$ cat config.mk
export PLATFORM = sky130hd
export DESIGN_NAME = fixed_to_fp_flat
export DESIGN_NICKNAME = d
export VERILOG_FILES = /design/src/rtl/fixed_to_fp_pkg.sv /design/src/rtl/fixed_to_fp_if.sv /design/src/rtl/fixed_to_fp_priority_enc32.sv /design/src/rtl/fixed_to_fp.sv /design/src/flat_wrapper.sv
export SDC_FILE = /design/constraint.sdc
export NUM_CORES = 1
export LEC_CHECK = 0
export ABC_AREA = 1
export BUFFER_PORTS_ARGS = -buffer_cell sky130_fd_sc_hd__buf_2
export CAP_MARGIN = 20
export CORE_MARGIN = 1.5
export CORE_UTILIZATION = 55
export CTS_BUF_LIST = sky130_fd_sc_hd__clkbuf_8 sky130_fd_sc_hd__clkbuf_16
export DETAILED_ROUTE_END_ITERATION = 7
export GPL_ROUTABILITY_DRIVEN = 1
export HOLD_SLACK_MARGIN = 0.05
export PLACE_DENSITY = 0.84
export SYNTH_ARGS = -nofsm -noshare
export SYNTH_HDL_FRONTEND = slang
export SYNTH_SLANG_ARGS = --single-unit
$ cat constraint.sdc
create_clock -name clk -period 2.5 [get_ports clk]
set_input_delay 0.5 -clock clk [delete_from_list [all_inputs] [get_ports clk]]
set_output_delay 0.5 -clock clk [all_outputs]
set_load 0.005 [all_outputs]
$ cat src/rtl/fixed_to_fp_pkg.sv
// Shared constants, state encodings and the float word layout for the multi-cycle fp units.
package fixed_to_fp_pkg;

  localparam int unsigned FP_BIAS   = 127;
  localparam int unsigned FP_EXP_W  = 8;
  localparam int unsigned FP_MANT_W = 23;
  localparam logic [31:0] FP_ZERO   = 32'h0000_0000;

  localparam logic [2:0] ST_IDLE  = 3'd0;
  localparam logic [2:0] ST_ABS   = 3'd1;
  localparam logic [2:0] ST_ENC   = 3'd2;
  localparam logic [2:0] ST_SHIFT = 3'd3;
  localparam logic [2:0] ST_PACK  = 3'd4;

  typedef struct packed {
    logic                 sign;
    logic [FP_EXP_W-1:0]  exp;
    logic [FP_MANT_W-1:0] mant;
  } fp32_t;

endpackage

$ cat src/rtl/fixed_to_fp_if.sv
// Start/done request bus between a fixed-point producer and the float converter.
interface fixed_to_fp_if;
  logic        start;
  logic [31:0] data_in;
  logic        busy;
  logic [31:0] result;
  logic        done;

  modport master (output start, output data_in, input busy, input result, input done);
  modport slave  (input start, input data_in, output busy, output result, output done);
endinterface

$ cat src/rtl/fixed_to_fp_priority_enc32.sv
// Index of the highest set bit of a 32-bit word; index is 0 and o_zero is set for a zero input.
module priority_enc32 (
  input  logic [31:0] i_data,
  output logic [4:0]  o_idx,
  output logic        o_zero
);

  always_comb begin
    o_idx = '0;
    for (int i = 0; i < 32; i++) begin
      if (i_data[i]) o_idx = 5'(i);
    end
  end

  assign o_zero = (i_data == '0);

endmodule

$ cat src/rtl/fixed_to_fp.sv
// Five-state converter from signed Q(31-F).F fixed point to IEEE-754 single, truncating rounding.
module fixed_to_fp
  import fixed_to_fp_pkg::*;
#(
  parameter int unsigned FRAC_BITS = 0
) (
  input logic          clk,
  input logic          reset,
  fixed_to_fp_if.slave bus
);

  if (FRAC_BITS > 31) begin : g_bad_frac_bits
    $error("fixed_to_fp: FRAC_BITS must be in 0..31");
  end

  logic [2:0]  r_state;
  logic [31:0] r_mag;    // holds the raw operand in ABS, the magnitude afterwards
  logic        r_sign;
  logic        r_zero;
  logic [4:0]  r_p;
  logic [31:0] r_norm;
  logic [31:0] r_result;
  logic        r_done;

  logic [4:0]  w_p;
  logic        w_zero;
  logic [8:0]  w_exp;
  fp32_t       w_packed;
  logic        w_unused;

  priority_enc32 u_penc (
    .i_data (r_mag),
    .o_idx  (w_p),
    .o_zero (w_zero)
  );

  always_comb begin
    w_exp         = 9'(FP_BIAS) + {4'd0, r_p} - 9'(FRAC_BITS);
    w_packed.sign = r_sign;
    w_packed.exp  = w_exp[7:0];
    w_packed.mant = r_norm[30:8];
  end

  // Hidden one, truncated tail and exponent carry are dropped by design.
  assign w_unused = ^{r_norm[31], r_norm[7:0], w_exp[8]};

  always_ff @(posedge clk) begin
    if (reset) begin
      r_state  <= ST_IDLE;
      r_mag    <= '0;
      r_sign   <= 1'b0;
      r_zero   <= 1'b0;
      r_p      <= '0;
      r_norm   <= '0;
      r_result <= FP_ZERO;
      r_done   <= 1'b0;
    end else begin
      r_done <= 1'b0;
      case (r_state)
        ST_IDLE: begin
          if (bus.start) begin
            r_mag   <= bus.data_in;
            r_state <= ST_ABS;
          end
        end
        ST_ABS: begin
          r_sign  <= r_mag[31];
          r_mag   <= r_mag[31] ? -r_mag : r_mag;
          r_state <= ST_ENC;
        end
        ST_ENC: begin
          r_zero  <= w_zero;
          r_p     <= w_p;
          r_state <= ST_SHIFT;
        end
        ST_SHIFT: begin
          r_norm  <= r_mag << (5'd31 - r_p);
          r_state <= ST_PACK;
        end
        ST_PACK: begin
          r_result <= r_zero ? FP_ZERO : w_packed;
          r_done   <= 1'b1;
          r_state  <= ST_IDLE;
        end
        default: r_state <= ST_IDLE;
      endcase
    end
  end

  assign bus.busy   = (r_state != ST_IDLE) | r_done;
  assign bus.result = r_result;
  assign bus.done   = r_done;

endmodule
$ cat src/flat_wrapper.sv
// flat-port wrapper written by rule: the top's interface ports become plain ports
module fixed_to_fp_flat import fixed_to_fp_pkg::*;
#(
  parameter int unsigned FRAC_BITS = 0
)
  (clk, reset, bus_start, bus_data_in, bus_busy, bus_result, bus_done);
  fixed_to_fp_if bus_i ();
  input logic clk;
  input logic reset;
  input wire logic [$bits(bus_i.start)-1:0] bus_start;
  input wire logic [$bits(bus_i.data_in)-1:0] bus_data_in;
  output wire logic [$bits(bus_i.busy)-1:0] bus_busy;
  output wire logic [$bits(bus_i.result)-1:0] bus_result;
  output wire logic [$bits(bus_i.done)-1:0] bus_done;
  assign bus_i.start = bus_start;
  assign bus_i.data_in = bus_data_in;
  assign bus_busy = bus_i.busy;
  assign bus_result = bus_i.result;
  assign bus_done = bus_i.done;
  fixed_to_fp #(.FRAC_BITS(FRAC_BITS)) u_core (.clk(clk), .reset(reset), .bus(bus_i));
endmodule
==> results of run 1 <==
==> worst min-delay path: cells and delay by family <==
| kind | cells | cell delay (ns) |
|---|---|---|
| buffers and inverters | 1 | 0.09 |
| and+or+nand+nor | 1 | 0.05 |
| AOI/OAI and AO/OA | 1 | 0.07 |
==> flip-flops by register name, summed over array words and instances, names as in the netlist <==
name,cells
u_core.bus.done,1
u_core.bus.result,32
u_core.r_mag,32
u_core.r_norm,23
u_core.r_p,5
u_core.r_sign,1
u_core.r_state,3
u_core.r_zero,1
==> placed cells by master (no fill, tap or decap), drive strengths merged, types with 23 or more instances in the layout <==
cell type	instances
a31oi	32
inv	90
o21ai	121
nand3	36
mux2i	23
nor2	65
buf	105
nand2	269
dfxtp	98
a21oi	69
==> kinds of logic (layout without fill, tap and decap cells) <==
| kind of cell | after synthesis | after routing | synth area share, % |
|---|---|---|---|
| AND/OR/NAND/NOR | 392 | 392 | 28.50 |
| AO/OA/AOI/OAI | 255 | 255 | 23.85 |
| buffers and inverters | 149 | 214 | 9.484 |
| flip-flops | 98 | 98 | 33.12 |
| multiplexers | 23 | 23 | 3.887 |
| XOR/XNOR | 5 | 5 | 0.7393 |
| adder cells (fa/ha/maj) | 2 | 2 | 0.4224 |
==> worst paths after layout <==
check | depth (start not counted) | end | from | slack [ns]
max reg2reg | 20 | u_core.r_mag[26]$_SDFFE_PP0P_ | u_core.r_mag[1]$_SDFFE_PP0P_ | 0.04
max | 20 | u_core.r_mag[26]$_SDFFE_PP0P_ | u_core.r_mag[1]$_SDFFE_PP0P_ | 0.04
min reg2reg | 2 | u_core.bus.result[26]$_SDFFE_PP0P_ | u_core.bus.result[26]$_SDFFE_PP0P_ | 0.47
min | 3 | u_core.r_mag[6]$_SDFFE_PP0P_ | bus_data_in[6] | 0.37
==> area by class of cell <==
type | instances | area (um^2)
fillers | 1009 | 3621
flip-flops and latches | 98 | 1971
repair buffers | 105 | 634.4
multi-input cells | 677 | 3436
clock buffers | 9 | 123.9
well taps | 136 | 170.2
inverters | 93 | 351.6
clock inverters | 7 | 62.56
==> per-stage QoR <==
step | worst slack [ns] | hold slack (ns) | utilization (%)
after detailed placement | -0.04687 | 0.4532 | 61.87
after CTS | 0.004816 | 0.3715 | 63.91
after floorplan | 0.2189 | 0.4378 | -
after global routing | -0.1622 | 0.3723 | 65.08
final | 0.03647 | 0.3707 | 65.08
after global placement | 0.04775 | 0.4491 | 61.87
==> per-layer routing <==
layer / wire length [um] / GRT usage, %
met5: 0 / 0
met4: 450 / 8.952
met3: 929 / 4.377
met2: 7273 / 47.21
met1: 7506 / 39.20
==> timing repair <==
item,4_1_cts,5_1_grt
gates resized for setup,2,14
endpoints found under the setup margin,1,9
pin swaps,1,3
buffers inserted,2,11
==> power by group through the flow <==
stage,Clock [mW],Sequential [mW],Combinational (mW)
after floorplan,0,1.74,0.874
after global placement,0,1.78,1.13
after detailed placement,0,1.78,1.14
after CTS,1.03,1.74,1.15
after global routing,1.09,1.76,1.37
final,1.02,1.75,1.22
==> flow_metrics.env, run 1 <==
export IMPL_crit_fanout=6
export IMPL_arrival_ns=2.78
export IMPL_syn_inst=924
export IMPL_via_per_inst=5.607
export IMPL_worstSetupPathType="reg -> reg"
export IMPL_async_reset_ff_share_pct=0
export IMPL_p_per_area_mw_per_mm2=592.7
export IMPL_cts_sinks=98
export IMPL_dpl_instance_area_mm2=0.006416
export IMPL_root_buffer="clkbuf_8"
export IMPL_synth_edf_count=0
export IMPL_antenna_found_initial=0
export IMPL_endpoint_kind="flop"
export IMPL_maxCapViolCount=0
export IMPL_cp_data_required_time_ns=2.81
export IMPL_yosysSeqAreaShare_pct=33.12
export IMPL_dp_cells=1096
export IMPL_yosys_top_cells_area="dfxtp_1 33%, nand2_1 17%, o21ai_0 10%"
export IMPL_postCtsHoldBufs=0
export IMPL_post_route_cell_area_mm2=0.006749
export IMPL_place_gp_congestion=0.9627
export IMPL_power_internal_mw=2.438
export IMPL_grtUsageTotal_pct=28.87
export IMPL_fin_setup_tns_ns=0
export IMPL_clk_latency_ns=0.38
export IMPL_worst_clock_skew_ns=0.01405
export IMPL_rows=37
export IMPL_timing_final_crit_period_ns=2.464
export IMPL_drc=0
export IMPL_setup_viol=0
export IMPL_grt_remaining_overflow=0
export IMPL_synth_nets=961
export IMPL_vias=6308
export IMPL_cp_top_family="simple AND/OR/NAND/NOR gates"
export IMPL_max_freq_ghz=0.4059
export IMPL_hold_viol_final=0
export IMPL_drt_iter0_drc=634
export IMPL_synth_common_cells="267 x nand2_1, 120 x o21ai_0, 98 x dfxtp_1"
export IMPL_status="completed"
export IMPL_slowest_stage="dfxtp_2"
export IMPL_path_clk_slew_ns=0.11
export IMPL_drive_gt1_share_pct=17.19
export IMPL_synth_seq_cells=98
export IMPL_relSlewSlack_pct=48.86
export IMPL_syn_to_final_growth_pct=13.94
export IMPL_yosysMostFrequentCell="nand2_1"
export IMPL_ir_drop_uv=392.4
export IMPL_nNetsFinal=1021
export IMPL_rsz0062_at_grt="yes"
export IMPL_switching_share_pct=39.05
export IMPL_syn_avg_cell_area_um2=6.410
export IMPL_htree_levels=3
export IMPL_drv_slew=0
export IMPL_cts_tree="yes"
export IMPL_grt_max_degree=57
export IMPL_hp_class="in -> reg"
export IMPL_yosysTopAreaCell="dfxtp_1"
export IMPL_grt_pass1_wl_um=26860
export IMPL_worst_slew_pin_slew_ns=0.7643
export IMPL_stdcell_count=1125
export IMPL_netlist_area_mm2=0.005923
export IMPL_cts_inserted_buffers=9
export IMPL_slowest_delay_ns=0.37
export IMPL_worstSetupStartpointType="flop"
export IMPL_switchingPower_mw=1.562
export IMPL_start_util_pct=57.12
export IMPL_p_comb_share_pct=30.6
export IMPL_leakage_nw=2.990
export IMPL_yosysWarnings=0
export IMPL_fin_total_pwr_mw=4.000
export IMPL_synth_ff_type="dfxtp_1"
export IMPL_cts_path_max_buffers=2
export IMPL_seqPwrFrac_pct=43.8
export IMPL_path_cells="inv_1, ha_2, nand2_1, nor2_1, inv_2, nor2_4, inv_2, nor2_4, inv_2, nor2_4, inv_2, nor2_4, inv_2, nor3_4, nand3_2, nor2_4, nand2_1, xor2_1, or2_1, a31oi_1"
export IMPL_die_height_um=106.8
export IMPL_wl_per_cell_um=14.36
export IMPL_portBuffers=68
export IMPL_die_w_um=106.8
export IMPL_synth_top_area_share_pct=33.12
export IMPL_min_period_over_period_pct=98.54
export IMPL_antenna_left=0
export IMPL_critPathBufInv=6
export IMPL_grt_pass1_vias=5803
export IMPL_coreArea_mm2=0.01037
export IMPL_firstDrtPassIters=5
export IMPL_ios=69
export IMPL_antennaDiodeCount=0
export IMPL_synth_distinct_cells=45
export IMPL_totalWireLength_um=16160
export IMPL_dp_hpwl_um=11530
export IMPL_fp_dieArea_mm2=0.01140
export IMPL_p_clk_share_pct=25.6
Power figures use the tool's default switching activity.
==> run 2, diff against run 1 <==
Settings changed: SYNTH_HIERARCHICAL from default to 1.
Clock period 2.5 ns to 3.11 ns, I/O delays scaled along.
==> flow_metrics.env, run 2 <==
export IMPL_status="completed"
export IMPL_switching_share_pct=41.32
export IMPL_setup_viol=0
export IMPL_cts_path_max_buffers=2
export IMPL_worstSetupStartpointType="flop"
export IMPL_leakage_nw=3.055
export IMPL_ir_drop_uv=388.0
export IMPL_r2r_end="u_core/r_p[0]$_SDFFE_PP0N_"
export IMPL_portBuffers=68
export IMPL_via_per_inst=5.836
export IMPL_rr_startpoint="u_core/r_mag[2]$_SDFFE_PP0P_"
export IMPL_nNetsFinal=1129
export IMPL_drc=0
export IMPL_power_internal_mw=2.465
export IMPL_crit_fanout=7
export IMPL_antenna_found_initial=0
export IMPL_grt_remaining_overflow=0
export IMPL_rows=38
export IMPL_grt_pass1_vias=6136
export IMPL_cts_inserted_buffers=9
export IMPL_fillers=1051
export IMPL_firstDrtPassIters=5
export IMPL_cts_tree="yes"
export IMPL_slowest_stage="dfxtp_1"
export IMPL_dpl_instance_area_mm2=0.006624
export IMPL_async_reset_ff_share_pct=0
export IMPL_wl_per_cell_um=14.23
export IMPL_post_route_cell_area_mm2=0.006939
export IMPL_relSlewSlack_pct=42.70
export IMPL_endpoint_kind="flop"
export IMPL_p_per_area_mw_per_mm2=605.3
export IMPL_totalWireLength_um=17600
export IMPL_place_gp_congestion=0.9769
export IMPL_antennaDiodeCount=0
export IMPL_synth_edf_count=0
export IMPL_postCtsHoldBufs=0
export IMPL_worst_clock_skew_ns=0.006238
export IMPL_regArea_mm2=0.001962
export IMPL_yosysSeqAreaShare_pct=31.25
export IMPL_cpMostUsedCell="nand2_1"
export IMPL_yosysWarnings=6
export IMPL_synth_common_cells="298 x nand2_1, 199 x nand3_1, 126 x a21oi_1"
export IMPL_maxCapViolCount=0
export IMPL_yosysTopAreaCell="dfxtp_1"
export IMPL_multiInputGateArea_mm2=0.003730
export IMPL_max_freq_ghz=0.4331
export IMPL_postCtsSetupRepairBufs=0
export IMPL_cts_resized=0
export IMPL_path_clk_slew_ns=0.07
export IMPL_root_buffer="clkbuf_16"
export IMPL_synth_nets=1096
export IMPL_die_height_um=109.8
export IMPL_fin_setup_tns_ns=0
export IMPL_coreArea_mm2=0.01098
export IMPL_start_util_pct=57.15
export IMPL_slowest_delay_ns=0.42
export IMPL_netlist_area_mm2=0.006277
export IMPL_r2r_cells=33
export IMPL_yosys_top_cells_area="dfxtp_1 31%, nand2_1 18%, nand3_1 16%"
export IMPL_p_comb_share_pct=34.8
export IMPL_fp_dieArea_mm2=0.01206
export IMPL_r2r_slack_ns=0.80
export IMPL_drt_iter0_drc=659
export IMPL_synth_ff_type="dfxtp_1"
export IMPL_clk_latency_ns=0.35
export IMPL_timing_final_crit_period_ns=2.309
export IMPL_yosysMostFrequentCell="nand2_1"
export IMPL_drv_slew=0
export IMPL_arrival_ns=2.53
export IMPL_ios=69
export IMPL_p_clk_share_pct=27.8
export IMPL_rsz0062_at_grt="no"
export IMPL_hp_class="reg -> reg"
export IMPL_grt_max_degree=50
export IMPL_htree_levels=3
export IMPL_seqPwrFrac_pct=37.4
export IMPL_syn_avg_cell_area_um2=5.928
export IMPL_drive_gt1_share_pct=10.94
export IMPL_synth_top_area_share_pct=31.25
export IMPL_synth_distinct_cells=34
export IMPL_cts_sinks=98
export IMPL_worst_slew_pin_slew_ns=0.8585
export IMPL_synth_seq_cells=98
export IMPL_dp_hpwl_um=12630
export IMPL_startpoint="u_core/r_mag[2]$_SDFFE_PP0P_"
export IMPL_min_delay_start="u_core/r_norm[15]$_SDFFE_PP0P_"
export IMPL_min_period_over_period_pct=74.24
export IMPL_endpoint="u_core/r_p[0]$_SDFFE_PP0N_"
export IMPL_final_common_cell="nand2_1"
export IMPL_vias=7219
export IMPL_syn_to_final_growth_pct=10.54
export IMPL_final_cell_mix="298 x nand2_1, 199 x nand3_1, 126 x a21oi_1, 98 x dfxtp_1, 79 x nor2_1"
export IMPL_syn_inst=1059
export IMPL_worstSetupPathType="reg -> reg"
export IMPL_grtUsageTotal_pct=30.61
export IMPL_cp_data_required_time_ns=3.33
export IMPL_grt_pass1_wl_um=29280
export IMPL_antenna_left=0
export IMPL_die_w_um=109.8
export IMPL_hold_viol_final=0
export IMPL_switchingPower_mw=1.736
-- run 2: kinds of logic (layout without fill, tap and decap cells) --
family | count (synthesis) | count (layout) | share of synthesized area, %
and+or+nand+nor | 600 | 600 | 41.02
AOI/OAI and AO/OA | 212 | 212 | 17.54
buffers and inverters | 144 | 182 | 9.368
DFF | 98 | 98 | 31.25
xor gates and xnor gates | 3 | 3 | 0.4187
adders and majority gates | 2 | 2 | 0.3986
-- run 2: worst min-delay path by stage --
| stage | to | slack (ns) | depth (start not counted) |
|---|---|---|---|
| global route | u_core/bus.result[12]$_SDFFE_PP0P_ | 0.47 | 2 |
| detailed placement | u_core/bus.result[12]$_SDFFE_PP0P_ | 0.45 | 2 |
| global placement | u_core/bus.result[2]$_SDFFE_PP0P_ | 0.45 | 2 |
| floorplan | u_core/bus.result[10]$_SDFFE_PP0P_ | 0.44 | 2 |
| finish | u_core/bus.result[7]$_SDFFE_PP0P_ | 0.46 | 2 |
| CTS | u_core/bus.result[12]$_SDFFE_PP0P_ | 0.46 | 2 |
-- run 2: metal layers --
layer	track usage [%]	wire length (um)
met3	4.801	1436
met2	46.54	7976
met5	0	0
met4	10.76	376
met1	43.70	7809
-- run 2: power groups by stage --
| stage | clock (mW) | sequential (mW) | combinational (mW) |
|---|---|---|---|
| floorplan | 0 | 1.51 | 1.17 |
| global placement | 0 | 1.58 | 1.41 |
| detailed placement | 0 | 1.59 | 1.42 |
| CTS | 1.18 | 1.56 | 1.43 |
| global route | 1.24 | 1.59 | 1.67 |
| finish | 1.17 | 1.57 | 1.46 |
-- run 2: cell type report --
| cell class | count | area share, % |
|---|---|---|
| multi-input cells | 817 | 53.75 |
| flip-flops and latches | 98 | 28.27 |
| repair buffers | 81 | 6.311 |
| inverters | 85 | 4.598 |
| clock buffers | 9 | 3.246 |
| well taps | 140 | 2.524 |
| clock inverters | 7 | 1.298 |
-- run 2: through the flow --
stage          power, mW  setup WS (ns)  hold WS, ns  util (%)  instances
2_1_floorplan      2.677          1.103       0.4369         -       1059
3_3_place_gp       2.988         0.9234       0.4491     60.31       1221
3_5_place_dp       3.007         0.8435       0.4514     60.31       1221
4_1_cts            4.174         0.8284       0.4625     63.18       1237
5_1_grt            4.494         0.4491       0.4724     63.18       1237
6_report           4.200         0.8012       0.4603     63.18       1237
-- run 2: worst max-delay path, delay by kind of cell, from the launching register on --
kind | cells | cell delay (ns)
AND/OR/NAND/NOR | 30 | 1.47
flip-flops | 1 | 0.42
AO/OA/AOI/OAI | 2 | 0.20
buffers and inverters | 1 | 0.08
